--- config.mk ---
export PLATFORM = sky130hd
export DESIGN_NAME = dmem_arbiter_flat
export DESIGN_NICKNAME = d
export VERILOG_FILES = /design/src/rtl/dmem_arbiter_if.sv /design/src/rtl/dmem_arbiter.sv /design/src/flat_wrapper.sv
export SDC_FILE = /design/constraint.sdc
export NUM_CORES = 1
export LEC_CHECK = 0
export ABC_AREA = 1
export CAP_MARGIN = 15
export CORE_AREA = 2 2 232 234
export CTS_CLUSTER_DIAMETER = 200
export CTS_CLUSTER_SIZE = 24
export DETAILED_ROUTE_END_ITERATION = 12
export DIE_AREA = 0 0 234 236
export SETUP_SLACK_MARGIN = 0.4
export SLEW_MARGIN = 20
export SYNTH_ARGS = -nofsm -noshare
export SYNTH_HDL_FRONTEND = slang
export SYNTH_SLANG_ARGS = --single-unit
--- constraint.sdc ---
create_clock -name Clk -period 2 [get_ports Clk]
set_clock_uncertainty 0.05 [all_clocks]
set_input_delay 0.3 -clock Clk [delete_from_list [all_inputs] [get_ports Clk]]
set_output_delay 0.3 -clock Clk [all_outputs]
set_load 0.02 [all_outputs]
--- src/rtl/dmem_arbiter_if.sv ---
// Requester and memory-side bus of the data-memory arbiter.
// The arbiter uses the slave modport; requesters and the memory model use master.
interface dmem_arbiter_if #(
  parameter int unsigned ADDR_W = 64,
  parameter int unsigned DATA_W = 64
) ();
  logic              ReqA;
  logic              WrA;
  logic [ADDR_W-1:0] AddrA;
  logic [DATA_W-1:0] WDataA;
  logic              AckA;
  logic [DATA_W-1:0] RDataA;
  logic              ErrA;

  logic              ReqB;
  logic              WrB;
  logic [ADDR_W-1:0] AddrB;
  logic [DATA_W-1:0] WDataB;
  logic              AckB;
  logic [DATA_W-1:0] RDataB;
  logic              ErrB;

  logic [ADDR_W-1:0] MemAddress;
  logic [DATA_W-1:0] MemDataInput;
  logic              MemWrite;
  logic              MemRead;
  logic [DATA_W-1:0] MemDataOutput;

  modport slave (
    input  ReqA, WrA, AddrA, WDataA,
    output AckA, RDataA, ErrA,
    input  ReqB, WrB, AddrB, WDataB,
    output AckB, RDataB, ErrB,
    output MemAddress, MemDataInput, MemWrite, MemRead,
    input  MemDataOutput
  );

  modport master (
    output ReqA, WrA, AddrA, WDataA,
    input  AckA, RDataA, ErrA,
    output ReqB, WrB, AddrB, WDataB,
    input  AckB, RDataB, ErrB,
    input  MemAddress, MemDataInput, MemWrite, MemRead,
    output MemDataOutput
  );
endinterface

--- src/rtl/dmem_arbiter.sv ---
// Round-robin two-port arbiter/sequencer in front of the 32-word data memory.
// Optional grant/error counters are enabled by defining DMEM_ARB_STATS_EN.
//
// state   | meaning
// IDLE    | wait for a request, pick winner, latch its command
// ACCESS  | one-cycle memory strobe (suppressed on address error)
// CAPTURE | memory output settles; winner's read data loaded at its end
// RESP    | winner's Ack/Err pulse; last-grant updated at its end
module dmem_arbiter #(
  parameter int unsigned ADDR_W    = 64,
  parameter int unsigned DATA_W    = 64,
  parameter int unsigned MEM_DEPTH = 32
) (
  input  logic          Clk,
  input  logic          Reset_n,
  dmem_arbiter_if.slave bus
`ifdef DMEM_ARB_STATS_EN
  ,
  output logic [31:0]   GrantCntA,
  output logic [31:0]   GrantCntB,
  output logic [31:0]   ErrCnt
`endif
);

  typedef enum logic [1:0] {
    IDLE    = 2'd0,
    ACCESS  = 2'd1,
    CAPTURE = 2'd2,
    RESP    = 2'd3
  } state_t;

  localparam logic [ADDR_W-1:0] DEPTH_LIM = ADDR_W'(MEM_DEPTH);

  state_t            state_q;
  logic              last_b_q;
  logic              win_b_q;
  logic              wr_q;
  logic              err_q;
  logic [ADDR_W-1:0] mem_addr_q;
  logic [DATA_W-1:0] mem_din_q;
  logic              mem_wr_q;
  logic              mem_rd_q;
  logic              ack_a_q;
  logic              ack_b_q;
  logic              err_a_q;
  logic              err_b_q;
  logic [DATA_W-1:0] rdata_a_q;
  logic [DATA_W-1:0] rdata_b_q;

  logic              grant_b_d;
  logic              sel_wr_d;
  logic [ADDR_W-1:0] sel_addr_d;
  logic [DATA_W-1:0] sel_wdata_d;
  logic              sel_err_d;
  logic [DATA_W-1:0] cap_data_d;

  // On a tie the port that was not granted last time wins.
  always_comb begin
    grant_b_d   = bus.ReqB & (~bus.ReqA | ~last_b_q);
    sel_wr_d    = grant_b_d ? bus.WrB    : bus.WrA;
    sel_addr_d  = grant_b_d ? bus.AddrB  : bus.AddrA;
    sel_wdata_d = grant_b_d ? bus.WDataB : bus.WDataA;
    sel_err_d   = (sel_addr_d >= DEPTH_LIM);
    cap_data_d  = (~wr_q & ~err_q) ? bus.MemDataOutput : '0;
  end

  always_ff @(posedge Clk or negedge Reset_n) begin
    if (!Reset_n) begin
      state_q    <= IDLE;
      last_b_q   <= 1'b1;
      win_b_q    <= 1'b0;
      wr_q       <= 1'b0;
      err_q      <= 1'b0;
      mem_addr_q <= '0;
      mem_din_q  <= '0;
      mem_wr_q   <= 1'b0;
      mem_rd_q   <= 1'b0;
      ack_a_q    <= 1'b0;
      ack_b_q    <= 1'b0;
      err_a_q    <= 1'b0;
      err_b_q    <= 1'b0;
      rdata_a_q  <= '0;
      rdata_b_q  <= '0;
    end else begin
      case (state_q)
        IDLE: begin
          if (bus.ReqA | bus.ReqB) begin
            win_b_q    <= grant_b_d;
            wr_q       <= sel_wr_d;
            err_q      <= sel_err_d;
            mem_addr_q <= sel_addr_d;
            mem_din_q  <= sel_wdata_d;
            mem_wr_q   <= sel_wr_d & ~sel_err_d;
            mem_rd_q   <= ~sel_wr_d & ~sel_err_d;
            state_q    <= ACCESS;
          end
        end
        ACCESS: begin
          mem_wr_q <= 1'b0;
          mem_rd_q <= 1'b0;
          state_q  <= CAPTURE;
        end
        CAPTURE: begin
          if (win_b_q) begin
            rdata_b_q <= cap_data_d;
            ack_b_q   <= 1'b1;
            err_b_q   <= err_q;
          end else begin
            rdata_a_q <= cap_data_d;
            ack_a_q   <= 1'b1;
            err_a_q   <= err_q;
          end
          state_q <= RESP;
        end
        RESP: begin
          ack_a_q  <= 1'b0;
          ack_b_q  <= 1'b0;
          err_a_q  <= 1'b0;
          err_b_q  <= 1'b0;
          last_b_q <= win_b_q;
          state_q  <= IDLE;
        end
        default: state_q <= IDLE;
      endcase
    end
  end

  assign bus.MemAddress   = mem_addr_q;
  assign bus.MemDataInput = mem_din_q;
  assign bus.MemWrite     = mem_wr_q;
  assign bus.MemRead      = mem_rd_q;
  assign bus.AckA         = ack_a_q;
  assign bus.AckB         = ack_b_q;
  assign bus.ErrA         = err_a_q;
  assign bus.ErrB         = err_b_q;
  assign bus.RDataA       = rdata_a_q;
  assign bus.RDataB       = rdata_b_q;

`ifdef DMEM_ARB_STATS_EN
  logic [31:0] grant_cnt_a_q;
  logic [31:0] grant_cnt_b_q;
  logic [31:0] err_cnt_q;

  // Counters saturate rather than wrap.
  always_ff @(posedge Clk or negedge Reset_n) begin
    if (!Reset_n) begin
      grant_cnt_a_q <= '0;
      grant_cnt_b_q <= '0;
      err_cnt_q     <= '0;
    end else if (state_q == RESP) begin
      if (!win_b_q && grant_cnt_a_q != '1) grant_cnt_a_q <= grant_cnt_a_q + 32'd1;
      if (win_b_q && grant_cnt_b_q != '1)  grant_cnt_b_q <= grant_cnt_b_q + 32'd1;
      if (err_q && err_cnt_q != '1)        err_cnt_q     <= err_cnt_q + 32'd1;
    end
  end

  assign GrantCntA = grant_cnt_a_q;
  assign GrantCntB = grant_cnt_b_q;
  assign ErrCnt    = err_cnt_q;
`endif

endmodule

--- src/flat_wrapper.sv ---
// flat-port wrapper written by rule: the top's interface ports become plain ports
module dmem_arbiter_flat 
#(
  parameter int unsigned ADDR_W    = 64,
  parameter int unsigned DATA_W    = 64,
  parameter int unsigned MEM_DEPTH = 32
)
  (Clk, Reset_n, bus_ReqA, bus_WrA, bus_AddrA, bus_WDataA, bus_AckA, bus_RDataA, bus_ErrA, bus_ReqB, bus_WrB, bus_AddrB, bus_WDataB, bus_AckB, bus_RDataB, bus_ErrB, bus_MemAddress, bus_MemDataInput, bus_MemWrite, bus_MemRead, bus_MemDataOutput);
  dmem_arbiter_if #(.ADDR_W(ADDR_W), .DATA_W(DATA_W)) bus_i ();
  input  logic Clk;
  input  logic Reset_n;
  input wire logic [$bits(bus_i.ReqA)-1:0] bus_ReqA;
  input wire logic [$bits(bus_i.WrA)-1:0] bus_WrA;
  input wire logic [$bits(bus_i.AddrA)-1:0] bus_AddrA;
  input wire logic [$bits(bus_i.WDataA)-1:0] bus_WDataA;
  output wire logic [$bits(bus_i.AckA)-1:0] bus_AckA;
  output wire logic [$bits(bus_i.RDataA)-1:0] bus_RDataA;
  output wire logic [$bits(bus_i.ErrA)-1:0] bus_ErrA;
  input wire logic [$bits(bus_i.ReqB)-1:0] bus_ReqB;
  input wire logic [$bits(bus_i.WrB)-1:0] bus_WrB;
  input wire logic [$bits(bus_i.AddrB)-1:0] bus_AddrB;
  input wire logic [$bits(bus_i.WDataB)-1:0] bus_WDataB;
  output wire logic [$bits(bus_i.AckB)-1:0] bus_AckB;
  output wire logic [$bits(bus_i.RDataB)-1:0] bus_RDataB;
  output wire logic [$bits(bus_i.ErrB)-1:0] bus_ErrB;
  output wire logic [$bits(bus_i.MemAddress)-1:0] bus_MemAddress;
  output wire logic [$bits(bus_i.MemDataInput)-1:0] bus_MemDataInput;
  output wire logic [$bits(bus_i.MemWrite)-1:0] bus_MemWrite;
  output wire logic [$bits(bus_i.MemRead)-1:0] bus_MemRead;
  input wire logic [$bits(bus_i.MemDataOutput)-1:0] bus_MemDataOutput;
  assign bus_i.ReqA = bus_ReqA;
  assign bus_i.WrA = bus_WrA;
  assign bus_i.AddrA = bus_AddrA;
  assign bus_i.WDataA = bus_WDataA;
  assign bus_AckA = bus_i.AckA;
  assign bus_RDataA = bus_i.RDataA;
  assign bus_ErrA = bus_i.ErrA;
  assign bus_i.ReqB = bus_ReqB;
  assign bus_i.WrB = bus_WrB;
  assign bus_i.AddrB = bus_AddrB;
  assign bus_i.WDataB = bus_WDataB;
  assign bus_AckB = bus_i.AckB;
  assign bus_RDataB = bus_i.RDataB;
  assign bus_ErrB = bus_i.ErrB;
  assign bus_MemAddress = bus_i.MemAddress;
  assign bus_MemDataInput = bus_i.MemDataInput;
  assign bus_MemWrite = bus_i.MemWrite;
  assign bus_MemRead = bus_i.MemRead;
  assign bus_i.MemDataOutput = bus_MemDataOutput;
  dmem_arbiter #(.ADDR_W(ADDR_W), .DATA_W(DATA_W), .MEM_DEPTH(MEM_DEPTH)) u_core (.Clk(Clk), .Reset_n(Reset_n), .bus(bus_i));
endmodule
# == Word-level counts from Yosys, hierarchy flattened ==
# Cells that the tools add are included.
# totals
reg_bits,268
latch_bits,0
mem_bits_rw,0
rom_bits,0
input_bits,326
out_inout_bits,262
wordCells,62
n_memories,0
# classes
add_sub_neg,0
mul,0
div_mod_pow,0
order_cmp,1
n_eq_ne,6
shifts,0
n_mux,18
bitwise_logic,13
n_reduce_logical,9
# op_table
op,n
$mux 64,3
$ge 64x6->1 const B,1
$pmux 1 s2,6
$reduce_and 2->1,6
$pmux 2 s4,1
$mux 1,7
$not 1->1,7
$and 1x1->1,4
$eq 2x2->1 const B,2
$ne 2x1->1 const B,2
$reduce_bool 2->1,2
$eq 2x1->1 const B,1
$logic_not 2->1,1
$mux 2,1
$ne 2x2->1 const B,1
$or 1x1->1,2

# == Logic depth before layout (Yosys ltp) ==
# Gate-level depths: netlist (run 1).
# logic_depth
ltp_word,9
depth_mapped,14
ltp_nobuf,13

# == Worst setup path after synthesis (run 1) ==
# No wires, ideal clock.
# synth_timing
path_type,register -> register
from,register u_core.last_b_q
to,register u_core.err_q
setup_time_ns,0.117
t_arrival_ns,1.593
t_required_ns,1.833
slack_ns,0.240
stages_incl_launch_ff,14
n_path_buf,2
synth_period_minus_slack_ns,1.760
cell_sequence,dfstp_2 nand2_1 buf_2 buf_2 nand3_1 nand2_1 nor2_1 nand2_1 nor2_1 nand2_1 nor2_1 nand2_1 nand2_1 nand2_1
# synth_via
elab_chain_cells,5
# synth_rtl
element,line,rtl
"start, declared",dmem_arbiter.sv:35,logic last_b_q;
"start signal, assigned",dmem_arbiter.sv:120,last_b_q <= win_b_q;
$not 1->1,dmem_arbiter.sv:59,grant_b_d = bus.ReqB & (~bus.ReqA | ~last_b_q);
$or 1x1->1,dmem_arbiter.sv:59,
$and 1x1->1,dmem_arbiter.sv:59,
$mux 64,dmem_arbiter.sv:61,sel_addr_d = grant_b_d ? bus.AddrB : bus.AddrA;
$ge 64x6->1,dmem_arbiter.sv:63,sel_err_d = (sel_addr_d >= DEPTH_LIM);
"end signal, assigned",dmem_arbiter.sv:90,err_q <= sel_err_d;
"end, declared",dmem_arbiter.sv:38,logic err_q;
# No other way between the ends.
# A chain may end at the register's enable or synchronous reset.

# == Worst setup path after layout (run 1) ==
# Same ends and word-level chain as after synthesis.

==> summary.md, run 1 <==
| Metric | Value |
|---|---|
| Top FF cell, synth | `dfrtp_1` |
| Synthesized area | `11500 sq um` |
| Post-Synthesis Cells | `1374` |
| Placed cells | `2668` |
| Cell with the most instances after synthesis | `nand2_1` |
| Post-synthesis simple-gate area fraction | `21.4%` |
| Buffers added on ports | `587` |
| Switching Fraction | `44.7%` |
| Worst setup EP type | `flop` |
| Top cell family by delay on the critical path | `simple AND/OR/NAND/NOR gates` |
| Die X | `234 um` |
| Number of max-cap violations | `0` |
| Post-synth EDFFs | `0` |
| Gr usage total | `18.4%` |
| Power Density | `1510 nW/um^2` |
| Min-delay worst type | `in -> async` |
| Area Growth Syn to Fin | `94.2%` |
| R2R Setup Slk | `0.005 ns` |
| Avg Synthesized Cell Area | `8.39 sq um` |
| Achievable clock frequency | `501 MHz` |
| Number of synthesized register bits | `268` |
| Net Count, Synth | `1704` |
| Leakage power | `10.4 nW` |
| Vias per cell | `4.60` |
| Layout Nets | `2404` |
| Crit path DAT | `2.39 ns` |
| Largest family of logic cells by synthesized area | `simple AND/OR/NAND/NOR gates` |
| Unrepaired setup endpoints after global routing | `yes` |
| CP bufs+invs | `2` |
| # IOs | `588` |
| Area share of the largest cell type after synthesis | `58.0%` |
| Critical path's slowest cell | `dfstp_2` |
| Leading post-synthesis cells by cell area | `dfrtp_1 (58%), nand2_1 (14%), o21ai_0 (12%)` |
| Total clock buffers created by CTS | `15` |
| Post-synthesis adder-cell area fraction | `0.434%` |
| Net Sw Power | `15.1 mW` |
| Post-synthesis cell type count | `25` |
| Met3 Use GR | `5.19%` |
| Share of cells above drive strength 1 | `28.4%` |
| Met2 usage | `31.2%` |
| Chip Height | `236 um` |
| Final WL | `59900 um` |
| Post-DRT Antenna Nets | `0` |
| Most frequent cells after synthesis | `nand2_1 (430), o21ai_0 (285), dfrtp_1 (267), nor2_1 (149), clkbuf_1 (74)` |
| Fin cells | `2785` |
| GR Overflow Total | `0` |
| Register area share after synthesis | `58.2%` |
| DRT Pass-1 Iters | `5` |
| Met1 Usage GRT | `21.8%` |
| Tightest Pin Transition | `0.614 ns` |
| Synth Area in Compound Gates | `15.4%` |
| FFs w/ async S/R, synth | `100%` |
| CP cell instances | `nand2_4 -> nand2_8 -> buf_6 -> clkinv_8 -> nand2_4 -> nand2_2 -> nor2_2 -> nand2_2 -> nor2_4 -> nand2_2 -> nor2_4 -> nand2_1 -> nand2_1 -> nand2_1` |
| Starting Density | `21.7%` |
| Syn. warnings | `0` |
| Int Pwr | `18.6 mW` |
| Clk pwr share | `10.1%` |
| Final setup viols | `0` |
| Starting DRT DRC Count | `547` |
| Hold Fails Final Rpt | `0` |
| Startpoint type of the worst setup path | `flop` |
| Vias | `12800` |
| Fin crit period | `2.00 ns` |
| Register area | `6710 sq um` |
| Seq pwr share | `29.7%` |
| Final HPWL DP | `38600 um` |
| CP Max Fanout | `7` |
| Clk Latency, worst-skew pair | `0.54 ns` |
| Placed cell area | `19000 sq um` |
| Combinational share of power | `60.2%` |
| Mux contribution to synthesized area | `0.0868%` |
| # DRC | `0` |
| Die area | `55200 sq um` |
| RePlAce Congestion | `0.891` |
| Finished Cell Area | `22400 sq um` |
| Worst vdd ir | `638 uV` |
| Placement Rows | `85` |
| Vias in the first global route | `12500` |
| Status | `finished clean` |
| Core area | `53100 sq um` |
| CP startpoint | `u_core.last_b_q$_DFFE_PN1P_` |
| Htree depth | `1` |
| Yosys top cell by area | `dfrtp_1` |
| Clk root buf | `clkbuf_16` |
| GRT busiest layer | `met2` |
| XOR/XNOR share of the synthesized area | `0%` |
| Slew Viols, Final | `0` |
| Crit Path Class | `reg -> reg` |
| Worst EP required | `2.39 ns` |
| TritonCTS clock tree | `built` |
| Global-route wire length before repair | `77000 um` |
| Clk pin slew, worst setup/hold paths | `0.11 ns` |
| Multi-input logic area | `5450 sq um` |
| Clk sink count | `268` |
| Final Cycle Share | `99.8%` |
| Clk buf depth | `3` |
| Slew HR | `59.1%` |
| Worst r2r src | `u_core.last_b_q$_DFFE_PN1P_` |
| Initial antenna violation count | `12` |
| Slowest stage delay, CP | `0.57 ns` |
| Largest net degree at the start of global routing | `130` |
| Fillers | `5099` |
| Routed wire length per instance | `21.5 um` |
==> power by group through the flow <==
| stage | Clock (mW) | Combinational [mW] | Sequential, mW |
|---|---|---|---|
| after CTS | 3.56 | 16.3 | 9.68 |
| after global routing | 3.74 | 21.7 | 10.3 |
| after floorplan | 0 | 4.44 | 12.5 |
| after global placement | 0 | 15.9 | 9.68 |
| after detailed placement | 0 | 16.0 | 9.75 |
| final | 3.41 | 20.3 | 10.0 |
==> path summary, 6_finish.rpt <==
kind                                                              end  cells past startpoint
min in group Clk                u_core.bus.MemAddress[47]$_DFFE_PN0P_                      4
max in group asynchronous            u_core.bus.RDataA[8]$_DFFE_PN0P_                      3
worst min register to register      u_core.bus.RDataA[30]$_DFFE_PN0P_                      2
worst max-delay path                         u_core.err_q$_DFFE_PN0P_                     14
worst min-delay path                u_core.bus.RDataA[37]$_DFFE_PN0P_                      2
worst max register to register               u_core.err_q$_DFFE_PN0P_                     14
==> area by class of cell <==
type | instances | share of cell area [%]
Tap cell | 696 | 3.89
Antenna cell | 10 | 0.112
Sequential cell | 268 | 30.0
Timing Repair Buffer | 775 | 38.8
Clock inverter | 2 | 0.129
Clock buffer | 20 | 1.76
Multi-Input combinational cell | 982 | 24.3
Inverter | 30 | 0.816
Timing Repair inverter | 2 | 0.145
==> per-layer routing <==
metal / wire [um] / share of wire, % / vias to the layer above
li1: - / - / 5936
met1: 22700 / 38 / 6199
met2: 29900 / 50 / 579
met3: 5180 / 8.7 / 87
met4: 2130 / 3.6 / 0
met5: 0 / 0 / -
==> placed cells by master, fill, tap and decap left out, types with 22 or more instances in the layout <==
cell type and count:
dfrtp_1 265, nand3_1 42, clkdlybuf4s15_2 96, clkdlybuf4s15_1 92, clkbuf_16 37, nor2_4 24, buf_2 28, buf_12 33
buf_4 92, inv_1 22, dlymetal6s2s_1 44, nor2_1 108, o21ai_2 77, clkdlybuf4s50_1 323, o21ai_1 99, nand2_1 315
a31oi_1 43, o21ai_0 115, nand2_4 42, nand2_2 73
==> worst reg2reg max path, cell delays in order (launching register included) <==
cell and delay [ns]:
dfstp_2 0.57, nand2_4 0.10, nand2_8 0.15, buf_6 0.14
clkinv_8 0.07, nand2_4 0.07, nand2_2 0.05, nor2_2 0.15
nand2_2 0.10, nor2_4 0.10, nand2_2 0.07, nor2_4 0.13
nand2_1 0.06, nand2_1 0.05, nand2_1 0.05
==> flip-flops by register name, summed over array words and instances (netlist names) <==
signal / count
u_core.bus.MemAddress: 64
u_core.win_b_q: 1
u_core.bus.ErrA: 1
u_core.bus.ErrB: 1
u_core.bus.MemDataInput: 64
u_core.bus.AckB: 1
u_core.bus.MemRead: 1
u_core.state_q: 2
u_core.bus.MemWrite: 1
u_core.bus.RDataB: 64
u_core.err_q: 1
u_core.bus.RDataA: 64
u_core.wr_q: 1
u_core.last_b_q: 1
u_core.bus.AckA: 1
==> stage by stage <==
step	hold slack [ns]	power, mW	util (%)	setup WS [ns]	setup TNS [ns]
after detailed placement	0.275	25.8	35.7	-0.523	-5.90
after global routing	0.278	35.7	42.2	-0.108	-0.226
final	0.270	33.7	42.2	0.00483	0
after CTS	0.242	29.6	37.9	0.0305	0
after global placement	0.286	25.5	35.7	-0.507	-3.19
after floorplan	-0.0456	16.9	-	0.299	0
==> repair_timing <==
item,in CTS,in global routing
hold buffers,1,0
gates cloned,12,34
resized for setup,683,549
endpoints found under the setup margin,480,413
pin swaps,19,48
hold endpoints to repair,50,0
buffers inserted,12,26
==> cells by family after synthesis <==
logic type	Yosys count
DFF	268
and+or+nand+nor	635
adders and majority gates	4
muxes	1
buffers and inverters	124
AOI/OAI and AO/OA	342
Note: power is estimated with default switching activity, not from simulation.
==> run 2: changes to the inputs <==
Settings changed: PLACE_DENSITY from default to 0.57, REMOVE_ABC_BUFFERS from default to 1.
==> run 2 against run 1 <==
  * Sequential power hardly changed
  * Largest power group unchanged
  * Total power is 4.0% lower
  * Via count is 1.4% lower
  * Design area is 1.5% lower
  * Routed wire length is 7.2% lower
  * Fmax is 1.0% higher
  * Clock-buffer cell count stayed put
  * Global-route usage is 0.46 points lower
  * Flip-flop and latch count stayed put
  * Largest cell class unchanged
==> summary.md, run 2 (synthesized netlist as in run 1, its figures left out) <==
| Metric | Value |
|---|---|
| Status | `finished clean` |
| Worst r2r src | `u_core.last_b_q$_DFFE_PN1P_` |
| CP Max Fanout | `9 (+2)` |
| Most frequent cells in the layout | `nand2_1 (401), clkdlybuf4s50_1 (324), dfrtp_1 (267)` |
| # IOs | `588 (unchanged)` |
| Number of max-cap violations | `0 (unchanged)` |
| Clk root buf | `clkbuf_16` |
| Crit path DAT | `2.35 ns (-0.04 ns)` |
| Buffers added on ports | `587 (unchanged)` |
| Finished Cell Area | `22000 sq um (-1.5%)` |
| Worst setup margin | `0.0247 ns (+0.0199 ns)` |
| RePlAce Congestion | `0.889 (-0.18%)` |
| Vias | `12600 (-1.4%)` |
| Setup total negative slack | `0 ns (unchanged)` |
| Starting Density | `21.7% (unchanged)` |
| Worst setup EP type | `flop` |
| Placed cell area | `19000 sq um (+0.22%)` |
| Vias per cell | `4.54 (-1.3%)` |
| Clk sink count | `268 (unchanged)` |
| Fin crit period | `1.98 ns (-0.0199 ns)` |
| R2R Setup Slk | `0.02 ns (+0.02 ns)` |
| Fillers | `5162 (+1.2%)` |
| Post-layout util | `41.5% (-0.65 points)` |
| Hold Fails Final Rpt | `0 (unchanged)` |
| Worst Reg-to-Reg Cells | `14 (unchanged)` |
| Final HPWL DP | `36500 um (-5.5%)` |
| Achievable clock frequency | `506 MHz (+1.0%)` |
| Chip Height | `236 um (unchanged)` |
| Power Density | `1470 nW/um^2 (-2.5%)` |
| Clk pin slew, worst setup/hold paths | `0.10 ns (about the same)` |
| Clk Latency, worst-skew pair | `0.52 ns (-0.02 ns)` |
| TritonCTS clock tree | `built` |
| Tightest Pin Transition | `0.704 ns (+0.0900 ns)` |
| # DRC | `0 (unchanged)` |
| Commonest non-fill, non-tap cell in the layout | `nand2_1` |
| Core area | `53100 sq um (unchanged)` |
| Routed wire length per instance | `20.0 um (-7.2%)` |
| DRT Pass-1 Iters | `5 (unchanged)` |
| Die X | `234 um (unchanged)` |
| Largest net degree at the start of global routing | `70 (-46%)` |
| Vias in the first global route | `12600 (+0.88%)` |
| Placed cells | `2673 (+0.19%)` |
| Total clock buffers created by CTS | `15 (unchanged)` |
| Placement Rows | `85 (unchanged)` |
| Clk buf depth | `3 (unchanged)` |
| Layout Nets | `2409 (+0.21%)` |
| Multi-input logic area | `4960 sq um (-9.0%)` |
| Worst EP required | `2.37 ns (-0.02 ns)` |
| Final setup viols | `0 (unchanged)` |
| Leakage power | `10.8 nW (+4.1%)` |
| Slew Viols, Final | `0 (unchanged)` |
| GR Overflow Total | `0 (unchanged)` |
| Fin cells | `2783 (-0.072%)` |
| Worst vdd ir | `659 uV (+3.3%)` |
| Initial antenna violation count | `6 (-6)` |
| Starting DRT DRC Count | `587 (+7.3%)` |
| Unrepaired setup endpoints after global routing | `yes` |
| Share of cells above drive strength 1 | `21.6% (-6.8 points)` |
| Final Cycle Share | `98.8% (-0.99 points)` |
| Final WL | `55600 um (-7.2%)` |
| Post-DRT Antenna Nets | `0 (unchanged)` |
| Slew HR | `53.1% (-6.0 points)` |
| Gr usage total | `17.9% (-0.46 points)` |
| Htree depth | `1 (unchanged)` |
| Reg-to-reg endpoint | `u_core.err_q$_DFFE_PN0P_` |
| Global-route wire length before repair | `76200 um (-1.1%)` |
| Area Growth Syn to Fin | `91.3%` |
| Placement Setup Slack | `-0.517 ns (+0.00627 ns)` |
| Register area | `6710 sq um (about the same)` |
| Crit Path Class | `reg -> reg` |
| Tot Pwr | `32.4 mW (-4.0%)` |
| Die area | `55200 sq um (unchanged)` |
| Startpoint type of the worst setup path | `flop` |
| Worst hold slack | `0.226 ns (-0.0450 ns)` |
| Min-delay worst type | `in -> async` |
-- run 2: cell count changes in the layout (fill, tap and decap cells not counted), moves of 9 or more --
cell,previous run,this run
nand2_1,315,401
buf_2,28,16
nand2_2,73,17
clkdlybuf4s15_1,92,52
nand2_4,42,14
dlymetal6s2s_1,44,92
nor2_2,17,8
o21ai_2,77,42
o21ai_0,115,168
nor2_1,108,117
o21ai_1,99,80
-- run 2: critical path, cell delays in order, from the launching register on --
cell	delay [ns]
dfstp_2	0.58
nand2_4	0.08
nand2_8	0.14
buf_12	0.15
inv_8	0.06
nand2_2	0.06
nand2_1	0.05
nor2_1	0.08
nand2_1	0.09
nor2_1	0.12
nand2_1	0.12
nor2_4	0.13
nand2_1	0.07
nand2_1	0.05
nand2_1	0.04
-- run 2: worst max-delay path by stage --
stage                                        from                              to  slack (ns)  cells after the start
detailed placement                       bus_ReqA        u_core.err_q$_DFFE_PN0P_       -0.52                     14
global route          u_core.last_b_q$_DFFE_PN1P_        u_core.err_q$_DFFE_PN0P_       -0.13                     14
floorplan           u_core.state_q[0]$_DFFE_PN0P_  u_core.bus.MemRead$_DFFE_PN0P_       -3.68                      8
CTS                   u_core.last_b_q$_DFFE_PN1P_        u_core.err_q$_DFFE_PN0P_       -0.02                     14
global placement                         bus_ReqA        u_core.err_q$_DFFE_PN0P_       -0.47                     15
finish                u_core.last_b_q$_DFFE_PN1P_        u_core.err_q$_DFFE_PN0P_        0.02                     14
-- run 2: metal layers --
| layer | part of all wire, % | vias up | GRT usage, % | wire, um |
|---|---|---|---|---|
| met1 | 41 | 6089 | 22.1 | 22700 |
| met3 | 8.2 | 82 | 4.99 | 4570 |
| met4 | 2.9 | 4 | 5.06 | 1630 |
| met5 | 0.054 | - | 0 | 30 |
| li1 | - | 5926 | - | - |
| met2 | 48 | 525 | 30.4 | 26700 |
-- run 2: area by class of cell --
| cell class | instances | area share (%) |
|---|---|---|
| timing repair buffer | 778 | 40.5 |
| timing repair inverter | 1 | 0.0908 |
| sequential | 268 | 30.4 |
| inverter | 30 | 0.647 |
| clock inverter | 1 | 0.0908 |
| antenna | 4 | 0.0454 |
| multi-input combinational | 985 | 22.5 |
| tap | 696 | 3.95 |
| clock buffer | 20 | 1.79 |
-- run 2: power by group --
part / total (mW) / switching [mW] / internal, mW
sequential: 9.79 / 1.77 / 8.02
combinational: 19.2 / 10.4 / 8.88
clock: 3.34 / 1.92 / 1.42
-- run 2: timing repair --
item,4_1_cts,5_1_grt
endpoints found under the setup margin,513,429
setup buffers,16,19
pin swaps,13,19
hold endpoints to repair,142,0
gates resized for setup,575,350
hold buffers,1,0
gates cloned,18,31
